`config.mk`:
```
export PLATFORM = sky130hd
export DESIGN_NAME = executor_rotate_kick
export DESIGN_NICKNAME = d
export VERILOG_FILES = /design/src/rtl/executor_rotate_kick_pkg.sv /design/src/rtl/executor_rotate_kick_candidate.sv /design/src/rtl/executor_rotate_kick.sv
export SDC_FILE = /design/constraint.sdc
export NUM_CORES = 1
export LEC_CHECK = 0
export ABC_AREA = 1
export CORE_MARGIN = 4
export CORE_UTILIZATION = 40
export CTS_CLUSTER_DIAMETER = 150
export CTS_CLUSTER_SIZE = 24
export DETAILED_ROUTE_END_ITERATION = 12
export GPL_TIMING_DRIVEN = 0
export PLACE_DENSITY = 0.72
export SYNTH_ARGS = -nofsm -noshare
export SYNTH_HDL_FRONTEND = slang
export SYNTH_SLANG_ARGS = --single-unit
export TNS_END_PERCENT = 5
```
`constraint.sdc`:
```
create_clock -name clk_i -period 2.6 [get_ports clk_i]
set_clock_uncertainty 0.1 [all_clocks]
set_input_delay 0.26 -clock clk_i [delete_from_list [all_inputs] [get_ports clk_i]]
set_output_delay 0.26 -clock clk_i [all_outputs]
set_load 0.01 [all_outputs]
```
`src/rtl/executor_rotate_kick_pkg.sv`:
```
// Shared types for the rotate-with-kick executor: tile types, FSM states and
// the horizontal kick offset table.
// Kick k maps to dx = 0, -1, +1, -2, +2; y never changes during a kick.
package executor_rotate_kick_pkg;

    typedef enum logic [2:0] {
        eI   = 3'd0,
        eO   = 3'd1,
        eT   = 3'd2,
        eS   = 3'd3,
        eZ   = 3'd4,
        eJ   = 3'd5,
        eL   = 3'd6,
        eNon = 3'd7
    } tile_type_e;

    typedef enum logic [2:0] {
        eIDLE    = 3'd0,
        eQuery   = 3'd1,
        eResp    = 3'd2,
        eWrite   = 3'd3,
        eWaiting = 3'd4,
        eDone    = 3'd5
    } rot_state_e;

    localparam int KICK_OFF_W = 3;
    localparam int KICK_MAX   = 5;

    // Entry k lives at bits [k*KICK_OFF_W +: KICK_OFF_W], two's complement.
    localparam logic [KICK_MAX*KICK_OFF_W-1:0] KICK_TABLE = {
        3'b010,   // k=4 : +2
        3'b110,   // k=3 : -2
        3'b001,   // k=2 : +1
        3'b111,   // k=1 : -1
        3'b000    // k=0 :  0
    };

    function automatic logic signed [KICK_OFF_W-1:0] kick_dx(input logic [2:0] k);
        int idx;
        idx = int'(k);
        if (idx < KICK_MAX) begin
            return signed'(KICK_TABLE[idx*KICK_OFF_W +: KICK_OFF_W]);
        end
        return '0;
    endfunction

endpackage

```
`src/rtl/executor_rotate_kick_candidate.sv`:
```
// Purpose: kick candidate x = x + dx[k] plus a board-bounds/kick-range check.
// Ports:   x_i, k_i in; cand_x_o (truncated to XW) and cand_ok_o out.
// Purely combinational; the add is done in XW+2 signed bits so a -2 kick from
// x=0 shows up as negative rather than wrapping to the far edge.
module rotate_kick_candidate
    import executor_rotate_kick_pkg::*;
#(
    parameter int width_p      = 16,
    parameter int kick_count_p = 5
) (
    input  logic [$clog2(width_p)-1:0] x_i,
    input  logic [2:0]                 k_i,
    output logic [$clog2(width_p)-1:0] cand_x_o,
    output logic                       cand_ok_o
);
    localparam int XW = $clog2(width_p);

    logic signed [KICK_OFF_W-1:0] dx;
    logic signed [XW+1:0]         sum;

    assign dx  = kick_dx(k_i);
    assign sum = $signed({2'b00, x_i})
               + $signed({{(XW+2-KICK_OFF_W){dx[KICK_OFF_W-1]}}, dx});

    assign cand_x_o  = sum[XW-1:0];
    // Non-negative, below the board width, and a kick index that is in use.
    assign cand_ok_o = !sum[XW+1]
                    && (sum[XW:0] < (XW+1)'(width_p))
                    && (32'(k_i) < kick_count_p);

endmodule

```
`src/rtl/executor_rotate_kick.sv`:
```
// Purpose: rotate the active tile, trying horizontal kicks until the collision
//          checker reports a fit, then commit the pose to current-state memory.
// Ports:   v_i/dir_i/type_i/angle_i/x_i/y_i request; query_* + resp_* to the
//          collision checker; set_v_o/type_o..y_o + cm_is_ready_i to memory;
//          done_o/success_o completion. Outputs type_o..y_o are registered.
module executor_rotate_kick
    import executor_rotate_kick_pkg::*;
#(
    parameter int width_p      = 16,
    parameter int height_p     = 32,
    parameter int kick_count_p = 5
) (
    input  logic                          clk_i,
    input  logic                          reset_n_i,
    input  logic                          v_i,
    input  logic                          dir_i,
    input  tile_type_e                    type_i,
    input  logic [1:0]                    angle_i,
    input  logic [$clog2(width_p)-1:0]    x_i,
    input  logic [$clog2(height_p)-1:0]   y_i,
    output logic                          query_v_o,
    input  logic                          query_ready_i,
    output tile_type_e                    query_type_o,
    output logic [1:0]                    query_angle_o,
    output logic [$clog2(width_p)-1:0]    query_x_o,
    output logic [$clog2(height_p)-1:0]   query_y_o,
    input  logic                          resp_v_i,
    input  logic                          resp_hit_i,
    input  logic                          cm_is_ready_i,
    output logic                          set_v_o,
    output tile_type_e                    type_o,
    output logic [1:0]                    angle_o,
    output logic [$clog2(width_p)-1:0]    x_o,
    output logic [$clog2(height_p)-1:0]   y_o,
    output logic                          done_o,
    output logic                          success_o
);
    localparam int XW = $clog2(width_p);
    localparam int YW = $clog2(height_p);

    rot_state_e    state_q, state_d;
    tile_type_e    type_q, type_d;
    logic [1:0]    angle_q, angle_d;
    logic [XW-1:0] x_q, x_d;
    logic [YW-1:0] y_q, y_d;
    logic [2:0]    k_q, k_d;
    logic          trivial_q, trivial_d;
    logic          success_q, success_d;
    tile_type_e    otype_q, otype_d;
    logic [1:0]    oangle_q, oangle_d;
    logic [XW-1:0] ox_q, ox_d;
    logic [YW-1:0] oy_q, oy_d;

    logic [XW-1:0] cand_x;
    logic          cand_ok;
    logic          last_kick;

    rotate_kick_candidate #(
        .width_p      (width_p),
        .kick_count_p (kick_count_p)
    ) u_cand (
        .x_i       (x_q),
        .k_i       (k_q),
        .cand_x_o  (cand_x),
        .cand_ok_o (cand_ok)
    );

    assign last_kick = (k_q == 3'(kick_count_p - 1));

    always_ff @(posedge clk_i) begin
        if (!reset_n_i) begin
            state_q   <= eIDLE;
            type_q    <= eNon;
            angle_q   <= '0;
            x_q       <= '0;
            y_q       <= '0;
            k_q       <= '0;
            trivial_q <= 1'b0;
            success_q <= 1'b0;
            otype_q   <= eNon;
            oangle_q  <= '0;
            ox_q      <= '0;
            oy_q      <= '0;
        end else begin
            state_q   <= state_d;
            type_q    <= type_d;
            angle_q   <= angle_d;
            x_q       <= x_d;
            y_q       <= y_d;
            k_q       <= k_d;
            trivial_q <= trivial_d;
            success_q <= success_d;
            otype_q   <= otype_d;
            oangle_q  <= oangle_d;
            ox_q      <= ox_d;
            oy_q      <= oy_d;
        end
    end

    always_comb begin
        state_d   = state_q;
        type_d    = type_q;
        angle_d   = angle_q;
        x_d       = x_q;
        y_d       = y_q;
        k_d       = k_q;
        trivial_d = trivial_q;
        success_d = success_q;
        otype_d   = otype_q;
        oangle_d  = oangle_q;
        ox_d      = ox_q;
        oy_d      = oy_q;

        unique case (state_q)
            eIDLE: begin
                if (v_i) begin
                    type_d    = type_i;
                    x_d       = x_i;
                    y_d       = y_i;
                    angle_d   = dir_i ? (angle_i - 2'd1) : (angle_i + 2'd1);
                    k_d       = '0;
                    // O is rotation-invariant (trivially succeeds); Non has
                    // nothing to rotate. Both skip the checker entirely.
                    trivial_d = (type_i == eO) || (type_i == eNon);
                    success_d = (type_i == eO);
                    state_d   = eQuery;
                end
            end
            eQuery: begin
                if (trivial_q) begin
                    // One idle pass through eQuery with the query suppressed
                    // gives O/Non their two-cycle completion latency.
                    state_d = eDone;
                end else if (!cand_ok) begin
                    if (last_kick) begin
                        success_d = 1'b0;
                        state_d   = eDone;
                    end else begin
                        k_d = k_q + 3'd1;
                    end
                end else if (query_ready_i) begin
                    state_d = eResp;
                end
            end
            eResp: begin
                if (resp_v_i) begin
                    if (!resp_hit_i) begin
                        otype_d  = type_q;
                        oangle_d = angle_q;
                        ox_d     = cand_x;
                        oy_d     = y_q;
                        state_d  = eWrite;
                    end else if (last_kick) begin
                        success_d = 1'b0;
                        state_d   = eDone;
                    end else begin
                        k_d     = k_q + 3'd1;
                        state_d = eQuery;
                    end
                end
            end
            eWrite: begin
                state_d = eWaiting;
            end
            eWaiting: begin
                if (cm_is_ready_i) begin
                    success_d = 1'b1;
                    state_d   = eDone;
                end
            end
            eDone: begin
                state_d = eIDLE;
            end
            default: begin
                state_d = eIDLE;
            end
        endcase
    end

    assign query_v_o     = (state_q == eQuery) && !trivial_q && cand_ok;
    assign query_type_o  = type_q;
    assign query_angle_o = angle_q;
    assign query_x_o     = cand_x;
    assign query_y_o     = y_q;

    assign set_v_o   = (state_q == eWrite);
    assign done_o    = (state_q == eDone);
    assign success_o = (state_q == eDone) && success_q;

    assign type_o  = otype_q;
    assign angle_o = oangle_q;
    assign x_o     = ox_q;
    assign y_o     = oy_q;

endmodule
```
==> run_results.csv <==
group,metric,value,unit
timing,report.final.slew_viol_count,0,
layout,area_delta_synth_final,45.4,%
layout,instances_no_fill,373,
routing,via_per_inst,4.95,
clock_tree,cts_max_path_buffers,2,
clock_tree,numClockSinks,36,
clock_tree,cts_buffers,5,
timing,clock.fmax,386,MHz
synth,syn-num-nets,281,
place,place_hpwl,3470,µm
floorplanning,die_x,75.3,µm
synth,yosysWarnings,0,
critical_path,endpoint_kind,"output port",
synth,synth.most_common_cell,"nand2_1",
floorplanning,core,4350,µm²
layout,drive_above_1_share,0.174,
timing,setup_viol,0,
global_route,track_usage,0.185,
routing,wl_per_cell,13.0,µm
layout,fin_nets,348,
routing,vias,1847,
floorplanning,dieArea,5670,µm²
place,port_buffers,52,
synth,synth_area_leaders,"dfxtp_1, nand2_1, o21ai_0, nor2_1, a21oi_1",
layout,final_area,2630,µm²
routing,drtIter0Drc,58,
place,placed_cells,358,
synth,yosysSeqAreaShare,0.398,
power,power,2.85,mW
global_route,grt_pass1_vias,1771,
global_route,grt_max_degree,11,
synth,synth_area,1810,µm²
place,placed_area,2400,µm²
global_route,antenna_found_initial,0,
hold_path,worst_hold_path_type,"in -> reg",
critical_path,critPathKind,"reg -> out",
timing,worstMarginPinSlew,495,ps
routing,drc,0,
clock_tree,clk_pin_slew,70,ps
timing,finalHoldViolations,0,
clock_tree,clock_latency,290,ps
power,power_density,1080,nW/µm²
synth,synth_edf_count,0,
critical_path,arrival,2230,ps
routing,drt_wl_total,4840,µm
floorplanning,fp.dieH,75.3,µm
synth,synth.top_cells.by_count,"nand2_1, dfxtp_1, nor2_1",
timing,hold_slack,177,ps
critical_path,crit_fanout,3,
critical_path,cp.required,2240,ps
routing,drtAntennaViolNets,0,
power,ir_worst_vdd,0.479,mV
global_route,grt_pass1_wl,7890,µm
run_status,run_status,"finished, final reports clean",
floorplanning,pin_count,54,
place,gp_congestion,0.859,
clock_tree,htreeDepth,2,
synth,async_flop_share,0,
synth,avgSynthCellArea,7.13,µm²
floorplanning,num_rows,24,
timing,rsz0062_at_grt,"yes",
clock_tree,cts-root-buf,"clkbuf_8",
synth,ys_seq_elements,36,
global_route,overflow,0,
routing,drt_pre_antenna_iters,4,
clock_tree,cts_tree,"built",
power,power_leakage,1.16,nW
critical_path,cp-start-kind,"flip-flop",
timing,slew_headroom,0.670,
job,maxCapViolCount,0,
timing,min_period,2590,ps
synth,yosys.area.top_type_share,0.398,
layout,n_antenna_cell,0,
synth,synth_top_cell_by_area,"dfxtp_1",
floorplanning,initial_utilization,0.416,
synth,syn_inst,254,
synth,synth.distinct_cells,31,
timing,fin_crit_sh,0.996,
synth,ys.flop_type,"dfxtp_1",
## worst max-delay path: stages, from the launching register on
cell	delay (ps)
dfxtp_2	360
inv_2	60
ha_4	240
inv_4	50
nor2_4	40
ha_4	160
fa_2	400
nand4_1	110
nand2_1	90
nor2_2	140
nand3_2	100
inv_1	60
buf_2	120
## kinds of logic (layout without fill, tap and decap cells)
kind of cell    after synthesis  in the layout  share of synthesized area
simple gates                117            117                      0.296
compound gates               50             50                      0.146
buf+inv                      40            107                     0.0926
flops                        36             36                      0.398
xor+xnor                      6              6                     0.0290
fa+ha+maj                     5              5                     0.0387
## per-layer routing
| metal | GRT usage | wire [µm] | share of wire | vias up |
|---|---|---|---|---|
| met5 | 0 | 0 | 0 | - |
| met4 | 0.0641 | 53 | 0.011 | 0 |
| met3 | 0.0868 | 397 | 0.082 | 6 |
| met2 | 0.293 | 2230 | 0.46 | 43 |
| met1 | 0.220 | 2150 | 0.45 | 839 |
| li1 | - | - | - | 959 |
## power breakdown
part	internal (mW)	switching (mW)	leakage, nW
clock network	0.236	0.200	0.0503
registers	0.685	0.118	0.296
logic	0.733	0.874	0.810
total	1.65	1.19	1.16
## cell usage in the layout, fill, tap and decap left out, types with 3 or more instances in the layout
| cell | instances |
|---|---|
| xor2_1 | 5 |
| clkbuf_1 | 4 |
| a21oi_2 | 3 |
| nand2_1 | 53 |
| buf_4 | 9 |
| nand3_2 | 5 |
| nor2_1 | 27 |
| clkbuf_8 | 7 |
| inv_1 | 21 |
| a21oi_1 | 19 |
| nand4_1 | 8 |
| nand3_1 | 9 |
| o21ai_0 | 22 |
| buf_2 | 3 |
| nor3_1 | 3 |
| nor2_2 | 3 |
| dfxtp_1 | 34 |
| inv_2 | 7 |
| nor2_4 | 3 |
| clkdlybuf4s50_1 | 48 |
## final timing paths
| kind | endpoint | start | slack [ps] | cells past startpoint |
|---|---|---|---|---|
| setup reg to reg | state_q[2]$_SDFFE_PN0P_ | k_q[1]$_SDFFE_PN0P_ | 90 | 17 |
| hold / removal | query_y_o[1]$_SDFFE_PN0P_ | reset_n_i | 180 | 3 |
| hold reg to reg | y_o[1]$_SDFFE_PN0P_ | query_y_o[1]$_SDFFE_PN0P_ | 380 | 2 |
| setup / recovery | query_v_o | k_q[1]$_SDFFE_PN0P_ | 10 | 12 |
## cell type report
cell class                 instances  area, µm²
sequential                        36        726
fill                             381       1720
buffer                             9       51.3
clock buffer                       7       96.3
timing repair buffer              60        577
tap                               52       65.1
inverter                          31        121
multi-input combinational        178        996
## what timing repair did
item,in CTS,in global routing
endpoints found under the setup margin,10,9
gates resized for setup,17,18
hold buffers,0,0
setup buffers,5,4
cloned,0,0
pin swaps,5,12
## registers in the layout (all words and copies together), names as in the netlist, 3 cells and up
register,flops
y_o,5
type_o,3
query_y_o,5
x_q,4
query_type_o,3
state_q,3
k_q,3
x_o,4
## through the flow
step                TNS [ps]   util  setup slack, ps
floorplan                  0      -              150
global placement        -874  0.550             -422
detailed placement      -962  0.550             -450
CTS                    -95.2  0.588            -75.0
global route            -255  0.605             -110
finish                     0  0.605             10.6
Power figures use the tool's default switching activity.
